==> src/rtl/riscv_defines.sv <==
// rtl/riscv_defines.sv - shared core constants: trap causes, vector offsets, trap FSM states
package riscv_defines;

    // mcause codes for synchronous exceptions (bit 5 is the interrupt flag, clear here)
    localparam logic [5:0] EXC_CAUSE_ILLEGAL = 6'h02;
    localparam logic [5:0] EXC_CAUSE_EBREAK  = 6'h03;
    localparam logic [5:0] EXC_CAUSE_ECALL   = 6'h0B;

    // Offsets into the 256-byte trap-vector page; interrupts use n*4 below 0x80
    localparam logic [7:0] EXC_OFF_ILLEGAL = 8'h84;
    localparam logic [7:0] EXC_OFF_ECALL   = 8'h88;
    localparam logic [7:0] EXC_OFF_EBREAK  = 8'h8C;

    typedef enum logic [1:0] {
        EXC_IDLE = 2'd0,
        EXC_REQ  = 2'd1,
        EXC_SAVE = 2'd2
    } exc_state_e;

endpackage

==> src/rtl/riscv_irq_prio_enc.sv <==
// rtl/riscv_irq_prio_enc.sv - find-first-one over the interrupt lines, lowest index wins
// Ports:
//   irq   in  N_IRQ     level interrupt requests
//   valid out 1         at least one line asserted
//   id    out IRQ_BITS  index of the lowest asserted line (0 when none)
module riscv_irq_prio_enc #(
    parameter int N_IRQ    = 32,
    parameter int IRQ_BITS = (N_IRQ > 1) ? $clog2(N_IRQ) : 1
) (
    input  logic [N_IRQ-1:0]    irq,
    output logic                valid,
    output logic [IRQ_BITS-1:0] id
);

    // Scan from the top down so the lowest asserted index is the last one written
    always_comb begin
        valid = 1'b0;
        id    = '0;
        for (int i = N_IRQ - 1; i >= 0; i--) begin
            if (irq[i]) begin
                valid = 1'b1;
                id    = IRQ_BITS'(i);
            end
        end
    end

endmodule

==> src/rtl/riscv_exc_irq_ctrl.sv <==
// rtl/riscv_exc_irq_ctrl.sv - trap arbiter between the ID controller and the CSRs
// Ports:
//   clk, rst                      clock, synchronous active-high reset
//   boot_addr_i                   trap-vector base (bits [31:8] used)
//   irq_i, irq_enable_i           level interrupts, global interrupt enable
//   id_valid_i + *_insn_i         decoded instruction class in ID
//   exc_req_o / exc_ack_i         flush handshake with the controller
//   exc_save_if_o/_id_o           mepc source strobe (IF PC / ID PC)
//   exc_restore_o                 mstatus restore on eret
//   save_exc_cause_o, exc_cause_o mcause strobe and {irq, code}
//   pc_set_o, trap_addr_o         PC redirect to the trap vector
//   irq_ack_o, irq_id_o           accepted-interrupt pulse and id
module riscv_exc_irq_ctrl #(
    parameter int N_IRQ    = 32,
    parameter int IRQ_BITS = (N_IRQ > 1) ? $clog2(N_IRQ) : 1
) (
    input  logic                clk,
    input  logic                rst,
    input  logic [31:0]         boot_addr_i,
    input  logic [N_IRQ-1:0]    irq_i,
    input  logic                irq_enable_i,
    input  logic                id_valid_i,
    input  logic                illegal_insn_i,
    input  logic                ecall_insn_i,
    input  logic                ebrk_insn_i,
    input  logic                eret_insn_i,
    output logic                exc_req_o,
    input  logic                exc_ack_i,
    output logic                exc_save_if_o,
    output logic                exc_save_id_o,
    output logic                exc_restore_o,
    output logic                save_exc_cause_o,
    output logic [5:0]          exc_cause_o,
    output logic                pc_set_o,
    output logic [31:0]         trap_addr_o,
    output logic                irq_ack_o,
    output logic [IRQ_BITS-1:0] irq_id_o
);
    import riscv_defines::*;

    exc_state_e          state_q, state_d;
    logic                is_irq_q;
    logic [5:0]          cause_q;
    logic [31:0]         addr_q;
    logic [IRQ_BITS-1:0] id_q;

    logic                prio_valid;
    logic [IRQ_BITS-1:0] prio_id;
    logic [4:0]          prio_id5;
    logic                sync_exc, irq_take, eret_valid, latch;
    logic [5:0]          new_cause;
    logic [7:0]          new_off;

    // Vector page is 256-byte aligned; the low base bits are intentionally dropped
    logic unused_boot_lsb;
    assign unused_boot_lsb = ^boot_addr_i[7:0];

    riscv_irq_prio_enc #(
        .N_IRQ    (N_IRQ),
        .IRQ_BITS (IRQ_BITS)
    ) u_prio (
        .irq   (irq_i),
        .valid (prio_valid),
        .id    (prio_id)
    );

    assign prio_id5   = 5'(prio_id);
    assign sync_exc   = id_valid_i & (illegal_insn_i | ecall_insn_i | ebrk_insn_i);
    assign irq_take   = irq_enable_i & prio_valid;
    assign eret_valid = id_valid_i & eret_insn_i;

    // Source selection: any sync exception beats any interrupt
    always_comb begin
        new_cause = {1'b1, prio_id5};
        new_off   = {1'b0, prio_id5, 2'b00};
        if (id_valid_i && illegal_insn_i) begin
            new_cause = EXC_CAUSE_ILLEGAL;
            new_off   = EXC_OFF_ILLEGAL;
        end else if (id_valid_i && ecall_insn_i) begin
            new_cause = EXC_CAUSE_ECALL;
            new_off   = EXC_OFF_ECALL;
        end else if (id_valid_i && ebrk_insn_i) begin
            new_cause = EXC_CAUSE_EBREAK;
            new_off   = EXC_OFF_EBREAK;
        end
    end

    always_comb begin
        state_d = state_q;
        latch   = 1'b0;
        case (state_q)
            EXC_IDLE: begin
                // An eret in ID owns this cycle; a pending trap is picked up next cycle
                if (!eret_valid && (sync_exc || irq_take)) begin
                    latch   = 1'b1;
                    state_d = EXC_REQ;
                end
            end
            EXC_REQ: begin
                if (exc_ack_i) begin
                    state_d = EXC_SAVE;
                end else if (is_irq_q && !irq_enable_i) begin
                    state_d = EXC_IDLE;
                end
            end
            EXC_SAVE: state_d = EXC_IDLE;
            default:  state_d = EXC_IDLE;
        endcase
    end

    always_ff @(posedge clk) begin
        if (rst) begin
            state_q  <= EXC_IDLE;
            is_irq_q <= 1'b0;
            cause_q  <= '0;
            addr_q   <= '0;
            id_q     <= '0;
        end else begin
            state_q <= state_d;
            if (latch) begin
                is_irq_q <= !sync_exc;
                cause_q  <= new_cause;
                addr_q   <= {boot_addr_i[31:8], new_off};
                if (!sync_exc) begin
                    id_q <= prio_id;
                end
            end
        end
    end

    // Strobes are decoded from the state register and masked while reset is held
    assign exc_req_o        = !rst && (state_q == EXC_REQ);
    assign save_exc_cause_o = !rst && (state_q == EXC_SAVE);
    assign pc_set_o         = save_exc_cause_o;
    assign exc_save_id_o    = save_exc_cause_o && !is_irq_q;
    assign exc_save_if_o    = save_exc_cause_o && is_irq_q;
    assign irq_ack_o        = save_exc_cause_o && is_irq_q;
    assign exc_restore_o    = !rst && eret_valid && (state_q == EXC_IDLE);

    assign exc_cause_o = cause_q;
    assign trap_addr_o = addr_q;
    assign irq_id_o    = id_q;

endmodule

==> config.mk <==
export PLATFORM = sky130hd
export DESIGN_NAME = riscv_exc_irq_ctrl
export DESIGN_NICKNAME = d
export VERILOG_FILES = /design/src/rtl/riscv_defines.sv /design/src/rtl/riscv_irq_prio_enc.sv /design/src/rtl/riscv_exc_irq_ctrl.sv
export SDC_FILE = /design/constraint.sdc
export NUM_CORES = 1
export LEC_CHECK = 0
export BUFFER_PORTS_ARGS = -buffer_cell sky130_fd_sc_hd__buf_2
export CORE_MARGIN = 1.5
export CORE_UTILIZATION = 40
export CTS_BUF_LIST = sky130_fd_sc_hd__clkbuf_8
export DETAILED_ROUTE_END_ITERATION = 7
export PLACE_DENSITY = 0.73
export SYNTH_ARGS = -nofsm -noshare
export SYNTH_HDL_FRONTEND = slang
export SYNTH_SLANG_ARGS = --single-unit
export TNS_END_PERCENT = 20
==> constraint.sdc <==
create_clock -name clk -period 2 [get_ports clk]
set_input_delay 0.4 -clock clk [delete_from_list [all_inputs] [get_ports clk]]
set_output_delay 0.4 -clock clk [all_outputs]
set_load 0.01 [all_outputs]
==> Word-level counts from Yosys, hierarchy flattened <==
Index checks and enable logic that the tools add are counted.
{ "totals": {"out_inout_bits": 50, "reg_bits": 46, "word_cells": 111, "mem_bits_rw": 0, "mem_bits_ro": 0, "memories": 0, "latchBits": 0} }
{ "classes": {"n_eq_ne": 4, "shift": 0, "n_reduce_logical": 20, "mul": 0, "n_div": 0, "bitwise_logic": 6, "n_mux": 76, "n_lt_le_gt_ge": 0, "add_sub_neg": 0} }
{ "op_table": {"columns": ["op", "count"], "rows": [
  ["2-to-1 mux 5 bit", 32],
  ["2-to-1 mux 1 bit", 34],
  ["2-to-1 mux 8 bit", 3],
  ["2-to-1 mux 6 bit", 3],
  ["logical AND 1 bit", 11],
  ["2-to-1 mux 2 bit", 3],
  ["logical NOT 1 bit", 5],
  ["one-hot mux 2 bit (2 select lines)", 1],
  ["AND reduction 2 bit", 2],
  ["bitwise AND 1 bit", 3],
  ["!= test 3 bit (second input constant)", 1],
  ["equality test 2 x 1 -> 1 bit (second input constant)", 1],
  ["equality test 2 bit (second input constant)", 1],
  ["logical NOT 2 bit", 1],
  ["!= test 2 bit (second input constant)", 1],
  ["OR 1 bit", 2],
  ["logical OR 1 bit", 1],
  ["NOT 1 bit", 1]
]} }

==> Logic depth before layout (Yosys ltp) <==
{ "logic_depth": {"ltp_word": 38, "ltp_mapped": 7, "depth_no_buf": 6} }

==> By module <==
Synthesis repeated with hierarchy kept, for this count alone.
{ "hier_totals": {"cells_unflattened": 264, "area_unflattened_um2": 1978.1} }
{ "by_module_without_submodules": {"columns": ["module", "cells_per_inst", "n_inst", "area_per_inst_um2"], "rows": [
  ["riscv_exc_irq_ctrl", 199, 1, 1607.8],
  ["riscv_irq_prio_enc", 65, 1, 370.4]
]} }

==> Worst setup path before layout <==
OpenSTA, ideal clock, no wires.
{ "synth_timing": {"kind": "input port to output port", "from": "input port rst", "to": "output port irq_ack_o", "required_ps": 1600, "arrival_time_ps": 1407, "path_stages": 4, "path_buffers": 2, "setup_slack_ps": 193, "cell_sequence": "clkbuf_1 -> nor3b_1 -> and2_1 -> buf_4"} }
{ "synth_between": {"elab_chain_cells": 3} }
{ "synth_lines": {"columns": ["item", "line", "rtl"], "rows": [
  ["from (decl)", "riscv_exc_irq_ctrl.sv:18", "input logic rst,"],
  ["logical NOT 1 bit", "riscv_exc_irq_ctrl.sv:133", "assign save_exc_cause_o = !rst && (state_q == EXC_SAVE);"],
  ["logical AND 1 bit", "riscv_exc_irq_ctrl.sv:133", null],
  ["named net pc_set_o", "riscv_exc_irq_ctrl.sv:34", "output logic pc_set_o,"],
  ["logical AND 1 bit", null, null],
  ["to (decl)", "riscv_exc_irq_ctrl.sv:36", "output logic irq_ack_o,"]
]} }
The timed path passes the listed nets, and every way through them passes these cells.

==> Worst setup path after layout <==
{ "layout_timing": {"from": "register state_q[1]", "to": "register addr_q[7], in the netlist trap_addr_o[7]"} }
{ "layout_between": {"elab_chain_cells": 2} }
{ "layout_lines": {"columns": ["item", "line", "rtl"], "rows": [
  ["from (decl)", "riscv_exc_irq_ctrl.sv:41", "exc_state_e state_q, state_d;"],
  ["from (signal assigned)", "riscv_exc_irq_ctrl.sv:119", "state_q <= state_d;"],
  ["logical NOT 2 bit", "riscv_exc_irq_ctrl.sv:91", "case (state_q)"],
  ["2-to-1 mux 1 bit", "riscv_exc_irq_ctrl.sv:91", null],
  ["to (signal assigned)", "riscv_exc_irq_ctrl.sv:123", "addr_q <= {boot_addr_i[31:8], new_off};"],
  ["to (decl)", "riscv_exc_irq_ctrl.sv:44", "logic [31:0] addr_q;"]
]} }
Every way passes these cells.
A chain may end at the register's enable or synchronous reset.

==> flow_summary.yaml <==
detailed_routing:
  drtIter0Drc: 96
  ant_nets: 0
  vias: 2273
  drt_wl_total_um: 5562
  first_pass_iters: 4
  routedWlPerCell_um: 12.07
  drc_errors: 0
  drt-vias-per-instance: 4.931
setup_path:
  path_cells: "a211oi_1 -> o21ai_1 -> a21oi_2 -> buf_12 -> nor2_1 -> nor3_1"
  crit_slowest_cell: "a21oi_2"
  timing.critical_path.buf_inv: 1
  worstSetupEndpointType: "flip-flop"
  critPathArrivalTime_ps: 1920
  critPathMaxFanout: 25
  worstSetupPathType: "reg2reg"
  slowest_delay_ps: 350
  cp_top_family: "compound AO/OA/AOI/OAI gates"
  critPathRequiredTime_ps: 2210
  startpoint_type: "flip-flop"
sta:
  post-route-period-util_pct: 85.29
  worst_slew_pin_slew_ps: 501.3
  slew_violations: 0
  period_minus_slack_ps: 1706
  maxSlewHeadroom_pct: 66.58
  fin_hold_ws_ps: 328.3
  finClkSkew_ps: 5.147
  fin_setup_tns_ps: 0
  clock.fmax_mhz: 586.3
  hold_viol_final: 0
  rsz0062_at_grt: "false"
  setup_viol: 0
status:
  status: "complete, no violations"
power_and_ir_drop:
  pwr-share-seq_pct: 44.2
  power_mw: 2.106
  p_switching_uw: 596.1
  p_leak_nw: 1.360
  powerDensity_mw_per_mm2: 697.4
  pwr-share-clk_pct: 32.5
  combPwrFrac_pct: 23.3
  p_int_mw: 1.510
  swShare_pct: 28.31
  peakVddDrop_mv: 0.3416
floorplan:
  core_area_mm2: 0.005439
  rows: 27
  dieArea_mm2: 0.006040
  ios: 123
  start_util_pct: 41.06
  die_w_um: 77.72
  die_h_um: 77.72
clocking:
  max-clock-path-buffers: 2
  clock_latency_ps: 290
  path_clk_slew_ps: 80
  clk_root_buffer_cell: "clkbuf_8"
  cts_tree: "built"
  cts_sinks: 42
  cts_buffers: 5
  cts_max_level: 2
  hold_buffers: 0
place:
  gp_congestion: 0.8355
  place_hpwl_um: 4264
  io_buffers: 112
  dp.cells: 454
logic_synthesis:
  synth_cell_types: 45
  yosysWarnings: 0
  synth_cells: 273
  synthFlopType: "dfxtp_1"
  ys_seq_area_share_pct: 37.65
  synth-edff-count: 0
  ys_async_sr_fraction_pct: 0
  syn_area_per_cell_um2: 8.181
  syn-cell-area_mm2: 0.002233
  ys_ff_latch: 42
hold_path:
  min_path_type: "in2reg"
finish:
  final_common_cell: "buf_2"
  n_fill_cell: 533
  final_cell_mix: "112 x buf_2, 48 x nand2_1, 42 x dfxtp_1, 23 x a21oi_2, 22 x nor2_1"
  area_growth_pct: 35.18
  antenna_cells: 0
  nets: 462
  multi_input_area_mm2: 0.001239
  layout-drive-gt1-share_pct: 48.07
  instances_no_fill: 461
  ff_latch_area_um2: 840.8
grt:
  track_usage_pct: 18.71
  grt_overflow: 0
  grt_pass1_vias: 2166
  grt_max_degree: 38
  antenna_found_initial: 0
  grt_pass1_wl_um: 9211
job:
  max_cap_viol_count: 0
## final timing paths
path | from | to | slack (ps) | depth (start not counted)
worst max register to register | state_q[1] | trap_addr_o[7] | 290 | 6
worst min register to register | trap_addr_o[22] | trap_addr_o[22] | 460 | 2
worst max-delay path | state_q[1] | trap_addr_o[7] | 290 | 6
worst min-delay path | exc_ack_i | state_q[1] | 330 | 2
## routing by layer
layer	track usage, %	vias up	part of all wire, %
met1	22.25	1023	45
met4	8.000	0	2.0
li1	-	1173	-
met5	0	-	0
met2	33.13	65	48
met3	2.824	12	4.3
## stage by stage
step	setup WS, ps	instance area, um2	util [%]
final	294.3	3019	55.51
after global routing	104.3	3019	55.51
after CTS	110.7	3017	55.46
after detailed placement	-53.91	2904	53.39
after global placement	-22.10	2904	53.39
after floorplan	193.3	2237	-
## power by group through the flow
stage	Combinational, mW	Clock [mW]	Sequential, mW
global placement	0.482	0	0.948
detailed placement	0.491	0	0.949
floorplan	0.258	0	0.976
CTS	0.494	0.707	0.931
global route	0.538	0.738	0.939
finish	0.490	0.685	0.931
## Yosys cell counts, types with 2 or more instances
| cell type | count | share of area [%] |
|---|---|---|
| a211oi_1 | 5 | 1.7 |
| o21ai_0 | 7 | 1.6 |
| o31ai_1 | 2 | 0.67 |
| o21a_1 | 2 | 0.67 |
| nor3_1 | 7 | 1.6 |
| nor4_1 | 4 | 1.1 |
| a21oi_2 | 22 | 8.6 |
| nand3b_1 | 3 | 1.0 |
| buf_12 | 2 | 1.8 |
| and2_1 | 3 | 0.84 |
| nand2_2 | 16 | 4.5 |
| nor2_1 | 22 | 3.7 |
| buf_2 | 3 | 0.67 |
| nand3_1 | 4 | 0.90 |
| nor4_2 | 7 | 3.9 |
| dfxtp_1 | 42 | 38 |
| nor2b_1 | 3 | 0.84 |
| a21oi_1 | 21 | 4.7 |
| inv_1 | 7 | 1.2 |
| nand2b_1 | 2 | 0.56 |
| nand2_1 | 48 | 8.1 |
| o21ai_1 | 6 | 1.3 |
| buf_4 | 6 | 2.0 |
| nand4_2 | 2 | 1.1 |
| clkbuf_1 | 7 | 1.2 |
## logic make-up after synthesis
| kind of cell | share of synthesized area [%] |
|---|---|
| AND/OR/NAND/NOR | 29.86 |
| AO/OA/AOI/OAI | 24.54 |
| flip-flops | 37.65 |
| buffers and inverters | 7.339 |
| multiplexers | 0.4482 |
| other | 0.1679 |
## area by class of cell
class                   count  area share, %
multi-input cells         206          41.03
flip-flops and latches     42          27.85
repair buffers            127          23.54
well taps                  72          2.984
clock buffers               6          2.735
clock inverters             1         0.9946
inverters                   7         0.8703
## registers in the layout, indices dropped and copies added, names as in the netlist
register and cells:
trap_addr_o 28, exc_cause_o 6, irq_id_o 5, state_q 2
is_irq_q 1
## repair_timing
action	4_1_cts	5_1_grt
gates resized for setup	0	1
endpoints found under the setup margin	0	2
setup buffers	0	0
No activity file was read; power rests on OpenSTA's default activity.
